<file path="config.mk">
export PLATFORM = sky130hd
export DESIGN_NAME = seq_detector
export DESIGN_NICKNAME = d
export VERILOG_FILES = /design/src/rtl/seq_detector.sv
export SDC_FILE = /design/constraint.sdc
export NUM_CORES = 1
export LEC_CHECK = 0
export CORE_MARGIN = 2
export CORE_UTILIZATION = 53
export DETAILED_ROUTE_END_ITERATION = 16
export PLACE_DENSITY_LB_ADDON = 0.08
export SLEW_MARGIN = 25
export SYNTH_ARGS = -nofsm -noshare
export SYNTH_HDL_FRONTEND = slang
export SYNTH_SLANG_ARGS = --single-unit
</file>
<file path="constraint.sdc">
create_clock -name clk -period 2.3 [get_ports clk]
set_input_delay 0.46 -clock clk [delete_from_list [all_inputs] [get_ports clk]]
set_output_delay 0.46 -clock clk [all_outputs]
set_load 0.01 [all_outputs]
</file>
<file path="src/rtl/seq_detector.sv">
// seq_detector: serial bit-pattern detector.
// Takes one bit of `a` on each rising clk edge. Pulses `out` for one cycle whenever the most
// recent PATTERN_WIDTH bits equal PATTERN (MSB = oldest bit). A saturating counter tracks matches.
//
// Ports:
//   clk          rising-edge clock
//   rst_n        synchronous active-low reset
//   a            serial data bit
//   out          registered detect flag, one cycle per match
//   match_count  matches since reset, saturates at all-ones
module seq_detector #(
    parameter int unsigned              PATTERN_WIDTH = 7,
    parameter logic [PATTERN_WIDTH-1:0] PATTERN       = 7'b1001110,
    parameter bit                       OVERLAP       = 1'b1,
    parameter int unsigned              COUNT_WIDTH   = 8
) (
    input  logic                   clk,
    input  logic                   rst_n,
    input  logic                   a,
    output logic                   out,
    output logic [COUNT_WIDTH-1:0] match_count
);

    localparam int unsigned FILL_W = $clog2(PATTERN_WIDTH + 1);
    localparam logic [FILL_W-1:0] FILL_FULL = FILL_W'(PATTERN_WIDTH);

    logic [PATTERN_WIDTH-1:0] history_q, history_d, history_shift;
    logic [FILL_W-1:0]        fill_q, fill_d, fill_inc;
    logic                     match;
    logic [COUNT_WIDTH-1:0]   count_d;

    always_comb begin
        history_shift = {history_q[PATTERN_WIDTH-2:0], a};
        fill_inc      = (fill_q == FILL_FULL) ? fill_q : fill_q + 1'b1;
        // The fill check blocks false hits from the zeroed history, e.g. an all-zero PATTERN.
        match         = (fill_inc == FILL_FULL) && (history_shift == PATTERN);

        history_d = history_shift;
        fill_d    = fill_inc;
        if (match && !OVERLAP) begin
            // Non-overlapping mode: the next match needs a full set of fresh bits.
            history_d = '0;
            fill_d    = '0;
        end

        count_d = match_count;
        if (match && (match_count != {COUNT_WIDTH{1'b1}})) begin
            count_d = match_count + 1'b1;
        end
    end

    always_ff @(posedge clk) begin
        if (!rst_n) begin
            history_q   <= '0;
            fill_q      <= '0;
            out         <= 1'b0;
            match_count <= '0;
        end else begin
            history_q   <= history_d;
            fill_q      <= fill_d;
            out         <= match;
            match_count <= count_d;
        end
    end

endmodule

</file>
==> results by group, run 1 <==
Job
  • Max-Cap Viols: 0

Yosys
  • Count leader, synth: dfxtp_1
  • Seq cells post-synth: 18
  • Yosys top cell area share: 49.6%
  • Yosys warning total: 0
  • FFs w/ async S/R, synth: 0%
  • Syn avg cell area: 9.44 sq um
  • Post-Syn Instances: 77
  • Number of flops mapped to enable cells by yosys: 0
  • Commonest cells post-synth: dfxtp_1 (18), nand2_1 (7), a21oi_1 (6), and2_1 (6), nand3_1 (5)
  • Synth cell types: 25
  • Syn Nets: 82
  • Top cells by area, synth: dfxtp_1 (50%), and2_1 (5.2%), a21oi_1 (4.1%), o31ai_1 (4.1%), or4_1 (4.1%)
  • Area leader, netlist: dfxtp_1
  • Post-Synthesis Cell Area: 727 sq um
  • Top FF cell, synth: dfxtp_1
  • Seq/Total Area, Yosys: 49.6%

Place
  • Hpwl dp: 991 um
  • Final GP Congestion: 0.814
  • Placed cell area: 875 sq um
  • Port Buffer Count: 11
  • Setup Slack @ Placement: 0.245 ns

Worst setup path
  • Critical path, cell by cell: clkdlybuf4s50_1
  • Startpoint types: register
  • Crit Path Category: reg2out
  • Worst r2r src: match_count[0]
  • CP Buf/Inv Count: 1
  • Crit-path max FO: 7
  • Critical Path RT: 1.84 ns
  • Worst path slowest cell: clkdlybuf4s50_1
  • Worst EP arrival: 1.33 ns
  • Crit path launch: match_count[0]
  • Family with the most delay on the worst path: buffers and inverters
  • Critical path's largest stage delay: 0.59 ns
  • Worst setup EP type: output pin

CTS
  • Worst-Skew Late Latency: 0.29 ns
  • CTS tree: built
  • Cts hold-fix bufs: 0
  • CTS clk-pin slew, worst paths: 0.10 ns
  • Post-CTS Setup Bufs: 0
  • CTS resizes: 0
  • Clock buffer depth: 2
  • Root buf cell: clkbuf_4
  • H-tree Lvls: 1
  • Clk sinks: 18
  • TritonCTS Buffers: 3

Global route
  • Pin count of the biggest net entering global routing: 12
  • Grt total ovfl: 0
  • First-pass GRT wire length: 2160 um
  • Vias in the first global route: 484
  • Total GRT Usage: 20.8%
  • Initial antenna violation count: 0

Route
  • DRT antenna net count: 0
  • Top layer in use: met4
  • Met2 WL post-DR: 623 um
  • DR WL/cell: 13.1 um
  • Via count: 614
  • DR vias/cell: 5.69
  • Wire length on met1: 694 um
  • DRT iter0 DRCs: 10
  • Post-Route WL: 1410 um
  • DRC Markers: 0
  • First-pass DRT Iterations: 4
  • Met3 routed WL: 77 um

Pwr
  • Leak pwr: 0.343 nW
  • Total power draw: 0.534 mW
  • Max IR drop VDD: 0.470 mV
  • Pwr/cell area: 587 mW/mm^2

Floorplanning
  • Core ar.: 0.00128 sq mm
  • Die Span Y: 41.0 um
  • Starting Density: 56.6%
  • Die area: 0.00168 sq mm
  • I/O pin count: 12
  • Die X: 41.0 um
  • Row count: 13

Cells and area
  • Layout cells sized above 1: 9.68%
  • N_diodes: 0
  • Area grow syn2layout: 25.3%
  • Final instance area: 911 sq um
  • Layout Nets: 99

STA
  • Achievable frequency: 0.557 GHz
  • RSZ-0062 raised after global routing: no
  • Final period utilization: 78.0%
  • Slew @ Worst Pin: 0.285 ns
  • Setup_tns: 0 ns
  • Final worst setup slack: 0.506 ns
  • Slew HR: 80.7%
  • Pins over their slew limit: 0
  • Final Setup Violations: 0
  • Post-Route Skew: 0.00493 ns
  • Min cycle time layout: 1.79 ns
  • Final hold violations: 0

Min path
  • Worst hold path class: reg2reg
  • Hold_sp: history_q[4]

Outcome
  • Status: finished clean
==> final cells by class <==
class,instances,area (sq um)
Fill cell,116,374
Sequential cell,18,360
Multi-Input combinational cell,54,348
Timing Repair Buffer,15,140
Clock buffer,4,36.3
Tap cell,15,18.8
Inverter,2,7.51
==> cell families after synthesis <==
logic type,after synthesis,share of synthesized area (%)
fa+ha+maj,2,3.44
xor+xnor,1,1.21
buf+inv,5,2.58
flops,18,49.6
compound gates,17,15.8
simple gates,34,27.4
==> per-layer routing <==
| metal | global-route usage (%) | up-vias |
|---|---|---|
| met2 | 30.5 | 16 |
| met5 | 0 | - |
| met1 | 26.2 | 276 |
| li1 | - | 320 |
| met3 | 9.78 | 2 |
| met4 | 7.50 | 0 |
==> final timing paths <==
| kind | end | slack (ns) | depth (start not counted) |
|---|---|---|---|
| max | match_count[0] | 0.51 | 1 |
| min | history_q[5] | 0.46 | 1 |
| max reg2reg | match_count[3] | 0.60 | 6 |
| min reg2reg | history_q[5] | 0.46 | 1 |
==> power by group <==
group	leakage, nW	internal [mW]	total [mW]	switching, mW
sequential	0.146	0.319	0.324	0.00459
combinational	0.176	0.0115	0.0219	0.0104
clock	0.0210	0.0965	0.189	0.0926
total	0.343	0.427	0.534	0.108
==> registers in the layout, indices dropped and copies added, names as in the netlist, named ones only <==
name         count
match_count      8
out              1
history_q        6
fill_q           2
==> metrics by stage <==
step | utilization [%] | std cells | hold slack, ns
after detailed placement | 68.1 | 104 | 0.442
final | 70.9 | 108 | 0.464
after CTS | 70.9 | 108 | 0.466
after floorplan | - | 77 | 0.422
after global routing | 70.9 | 108 | 0.481
after global placement | 68.1 | 104 | 0.432
==> cell usage in the layout, fill, tap and decap left out, drive strengths merged, types with 2 or more instances in the layout <==
cell type       n
or4             4
nand3           5
o41ai           2
nor2            4
ha              2
dfxtp          18
and3            2
a21oi           6
o31ai           4
clkbuf          4
buf             4
clkdlybuf4s50  11
o211ai          2
and2            6
nand2           7
==> worst register-to-register path, stage by stage (launching register included) <==
cell and delay (ns):
dfxtp_1 0.39, ha_1 0.24, inv_1 0.16, nor4_1 0.09, buf_4 0.17, or4_1 0.46
a21oi_1 0.14
Note: power is estimated with default switching activity, not from simulation.
==> inputs of run 2 (changes only) <==
- CORE_UTILIZATION: 53 -> 44
- clock period: 2.3 -> 1.5 ns (I/O delays scaled with it)
==> results by group, run 2 (same netlist as run 1, synthesis figures left out) <==
Worst setup path
  • Crit path launch: history_q[4]
  • Critical Path Sink: match_count[4]
  • R2r endpoint: match_count[4]
  • Worst r2r src: history_q[4]
  • Worst EP arrival: 1.74 ns
  • Crit-path max FO: 5
  • Worst r2r path cells: 4
  • Worst setup EP type: register
  • Worst path slowest cell: or4_4
  • Critical path's largest stage delay: 0.51 ns
  • Critical Path RT: 1.72 ns
  • Startpoint types: register
  • Crit Path Category: reg2reg
  • Critical path, cell by cell: and4bb_2 > nand4_4 > or4_4 > a21oi_2
  • Reg-to-reg setup timing slack: -0.03 ns

Route
  • DR vias/cell: 5.80
  • DRT antenna net count: 0
  • Post-Route WL: 1630 um
  • DR WL/cell: 14.1 um
  • Via count: 673
  • First-pass DRT Iterations: 4
  • DRT iter0 DRCs: 17
  • DRC Markers: 0

Pwr
  • Leak pwr: 0.456 nW
  • Pwr/cell area: 735 mW/mm^2
  • Max IR drop VDD: 0.661 mV
  • Total power draw: 0.760 mW

Global route
  • First-pass GRT wire length: 2640 um
  • Total GRT Usage: 18.1%
  • Vias in the first global route: 642
  • GR Util met2: 29.9%
  • GR Util met1: 22.6%
  • Met3 GRT Util: 3.67%
  • GR peak layer: met2
  • Pin count of the biggest net entering global routing: 11
  • Initial antenna violation count: 0
  • Grt total ovfl: 0

STA
  • Final hold violations: 0
  • Final period utilization: 102%
  • RSZ-0062 raised after global routing: yes
  • Pins over their slew limit: 0
  • Post-Route Skew: 0.00539 ns
  • Slew @ Worst Pin: 0.333 ns
  • Final worst setup slack: -0.0255 ns
  • Final Setup Violations: 2
  • Setup_tns: -0.0364 ns
  • Min cycle time layout: 1.53 ns
  • Achievable frequency: 0.656 GHz
  • Slew HR: 77.6%

Cells and area
  • Final instance area: 0.00103 sq mm
  • Fin util: 67.8%
  • Most flops, register: match_count
  • N_diodes: 0
  • Commonest cells after routing, fill and taps aside: dfxtp_1 (10), buf_4 (9), dfxtp_2 (8)
  • Layout Nets: 107
  • Top Registers: match_count (8), history_q (6), fill_q (2)
  • Layout cells sized above 1: 39.0%
  • Commonest non-fill, non-tap cell in the layout: dfxtp_1
  • Flip-flop count of the largest register after layout: 8
  • Area grow syn2layout: 42.2%

Floorplanning
  • Core ar.: 0.00152 sq mm
  • I/O pin count: 12
  • Die Span Y: 44.6 um
  • Die area: 0.00199 sq mm
  • Row count: 14
  • Starting Density: 47.7%
  • Die X: 44.6 um

Place
  • Setup Slack @ Placement: -0.408 ns
  • Final GP Congestion: 0.801
  • Port Buffer Count: 11
  • Placed cell area: 921 sq um
  • Hpwl dp: 1060 um

CTS
  • Clk sinks: 18
  • Worst-Skew Late Latency: 0.28 ns
  • TritonCTS Buffers: 3
  • Root buf cell: clkbuf_4
  • CTS tree: built
  • CTS clk-pin slew, worst paths: 0.09 ns
  • Cts hold-fix bufs: 0
  • H-tree Lvls: 1
  • Post-CTS Setup Bufs: 0
  • Clock buffer depth: 2

Min path
  • Hold depth: 2
  • Worst hold path class: in2reg

Outcome
  • Status: finished with violations
  • Failing checks: setup timing

Job
  • Max-Cap Viols: 0
run 2: cell types whose count changed in the layout (fill, tap and decap cells not counted), sizes merged:
cell,previous run,this run
buf,4,11
clkbuf,4,3
clkdlybuf4s50,11,2
dlygate4sd2,0,7
dlymetal6s2s,0,2
nand4,1,2
run 2: metrics by stage:
| stage | std cells | hold WS [ns] |
|---|---|---|
| 2_1_floorplan | 77 | 0.422 |
| 6_report | 116 | 0.354 |
| 3_3_place_gp | 111 | 0.432 |
| 5_1_grt | 116 | 0.365 |
| 4_1_cts | 116 | 0.348 |
| 3_5_place_dp | 111 | 0.435 |
run 2: worst max-delay path: cells and delay by family (launching register included):
kind	cells	cell delay, ns
AOI/OAI and AO/OA	1	0.14
and+or+nand+nor	3	1.00
DFF	1	0.33
run 2: repair_timing:
item                                    4_1_cts  5_1_grt
pin swaps                                     6        2
gates resized for setup                      17       16
cloned                                        2        0
endpoints found under the setup margin       14        8
run 2: cell type report:
| cell class | instances | area [sq um] |
|---|---|---|
| Timing Repair Buffer | 22 | 190 |
| Multi-Input combinational cell | 55 | 423 |
| Inverter | 2 | 7.51 |
| Clock buffer | 3 | 22.5 |
| Tap cell | 16 | 20.0 |
| Fill cell | 118 | 490 |
| Sequential cell | 18 | 370 |
run 2: metal layers:
| layer | vias to the layer above | part of all wire, % | wire (um) |
|---|---|---|---|
| li1 | 332 | - | - |
| met1 | 324 | 44 | 725 |
| met2 | 15 | 50 | 822 |
| met3 | 2 | 4.4 | 72 |
| met4 | 0 | 0.80 | 13 |
| met5 | - | 0 | 0 |
run 2: worst min-delay path by stage:
stage | start | end | slack [ns]
after global routing | a | history_q[0] | 0.37
after detailed placement | history_q[3] | history_q[4] | 0.43
final | a | history_q[0] | 0.35
after global placement | history_q[4] | history_q[5] | 0.43
after floorplan | history_q[4] | history_q[5] | 0.42
after CTS | a | history_q[0] | 0.35
run 2: power breakdown:
part           switching, mW  leakage [nW]  internal [mW]
clock network          0.131        0.0138         0.0930
logic                 0.0189         0.292         0.0192
registers            0.00901         0.150          0.489
==> inputs of run 3 (changes only) <==
- CORE_UTILIZATION: 44 -> 49
- clock period: 1.5 -> 1.6 ns (I/O delays scaled with it)
==> results by group, run 3 (same netlist as run 1, synthesis figures left out) <==
Pwr
  • Internal: 0.614 mW
  • Total power draw: 0.775 mW
  • Max IR drop VDD: 0.694 mV
  • Pwr/cell area: 805 mW/mm^2
  • Logic pwr share: 4.2%
  • NetSw: 0.161 mW
  • Sequential share of power: 60.1%
  • Share of total power in the clock network: 35.7%
  • Net Sw Frac: 20.8%
  • Leak pwr: 0.375 nW

Floorplanning
  • Die area: 0.00181 sq mm
  • Core ar.: 0.00135 sq mm
  • Die X: 42.5 um
  • Row count: 13
  • I/O pin count: 12
  • Die Span Y: 42.5 um
  • Starting Density: 53.8%

Global route
  • First-pass GRT wire length: 2110 um
  • Grt total ovfl: 0
  • Total GRT Usage: 15.7%
  • Vias in the first global route: 483
  • Initial antenna violation count: 0
  • Pin count of the biggest net entering global routing: 12

Cells and area
  • Fin util: 71.4%
  • Top Registers: match_count (8), history_q (6), fill_q (2)
  • Fillers: 102
  • N_diodes: 0
  • Layout cells sized above 1: 23.7%
  • Flip-flop count of the largest register after layout: 8
  • Commonest cells after routing, fill and taps aside: dfxtp_1 (12), clkdlybuf4s50_1 (9), buf_4 (8)
  • Most flops, register: match_count
  • Layout Nets: 103
  • Non-filler instance count after layout: 112
  • Commonest non-fill, non-tap cell in the layout: dfxtp_1
  • Area grow syn2layout: 32.5%

CTS
  • Clock buffer depth: 2
  • TritonCTS Buffers: 3
  • Worst-Skew Late Latency: 0.29 ns
  • Root buf cell: clkbuf_4
  • CTS tree: built
  • CTS clk-pin slew, worst paths: 0.10 ns
  • Cts hold-fix bufs: 0
  • Clk sinks: 18
  • H-tree Lvls: 1

STA
  • Slew @ Worst Pin: 0.264 ns
  • Final Setup Violations: 0
  • Final worst setup slack: 0.0423 ns
  • Min cycle time layout: 1.56 ns
  • RSZ-0062 raised after global routing: no
  • Final period utilization: 97.4%
  • Final hold violations: 0
  • Achievable frequency: 0.642 GHz
  • Hold WS: 0.464 ns
  • Pins over their slew limit: 0
  • Post-Route Skew: 0.00444 ns
  • Slew HR: 82.1%

Worst setup path
  • Crit Path Category: in2reg
  • Critical path, cell by cell: clkdlybuf4s50_1 > and3b_2 > nand4_4 > or4_4 > a21oi_2
  • Worst path slowest cell: or4_4
  • Startpoint types: input port
  • Worst EP arrival: 1.79 ns
  • Critical path's largest stage delay: 0.55 ns
  • Crit-path max FO: 9
  • Worst setup EP type: register
  • Critical Path RT: 1.83 ns

Job
  • Max-Cap Viols: 0

Place
  • Port Buffer Count: 11
  • Number of placed instances with taps included: 108
  • Setup Slack @ Placement: -0.330 ns
  • Hpwl dp: 1010 um
  • Final GP Congestion: 0.772

Route
  • DRT antenna net count: 0
  • DRC Markers: 0
  • DR vias/cell: 5.51
  • First-pass DRT Iterations: 5
  • Via count: 617
  • Post-Route WL: 1370 um
  • DR WL/cell: 12.2 um
  • DRT iter0 DRCs: 16

Outcome
  • Status: finished clean

Min path
  • Worst hold path class: reg2reg
-- run 3: final timing paths --
kind,start,to,slack [ns],cells past startpoint
setup reg to reg,history_q[4],match_count[5],0.05,4
setup / recovery,a,match_count[5],0.04,5
hold / removal,history_q[2],history_q[3],0.46,1
hold reg to reg,history_q[2],history_q[3],0.46,1
-- run 3: cell type report --
class | instances | area (sq um) | share of cell area (%)
flip-flops and latches | 18 | 368 | 38.2
multi-input cells | 54 | 365 | 37.9
repair buffers | 19 | 168 | 17.4
clock buffers | 4 | 36.3 | 3.77
well taps | 15 | 18.8 | 1.95
inverters | 2 | 7.51 | 0.779
-- run 3: critical path, delay by kind of cell --
| kind | cells | cell delay, ns |
|---|---|---|
| AND/OR/NAND/NOR | 3 | 0.94 |
| AO/OA/AOI/OAI | 1 | 0.13 |
| buffers and inverters | 1 | 0.40 |
-- run 3: stage by stage --
step / cell area [sq um] / setup TNS (ns)
4_1_cts: 950 / 0
2_1_floorplan: 727 / 0
3_5_place_dp: 905 / -2.09
3_3_place_gp: 905 / -2.00
6_report: 963 / 0
5_1_grt: 963 / 0
-- run 3: power by group through the flow --
stage / Sequential [mW] / Clock (mW) / Combinational [mW]
6_report: 0.466 / 0.277 / 0.0325
5_1_grt: 0.467 / 0.308 / 0.0348
4_1_cts: 0.466 / 0.284 / 0.0327
3_5_place_dp: 0.476 / 0 / 0.0323
3_3_place_gp: 0.476 / 0 / 0.0314
2_1_floorplan: 0.474 / 0 / 0.0192
-- run 3: layer usage --
metal  global-route usage, %  vias up  wire length, um
met5                       0        -                0
met2                    24.0       10              617
li1                        -      324                -
met3                    6.47        2               62
met4                    5.63        0                6
met1                    19.7      281              682
-- run 3: what timing repair did --
action,in CTS,in global routing
setup buffers,0,0
endpoints found under the setup margin,7,8
pin swaps,0,1
resized for setup,5,8
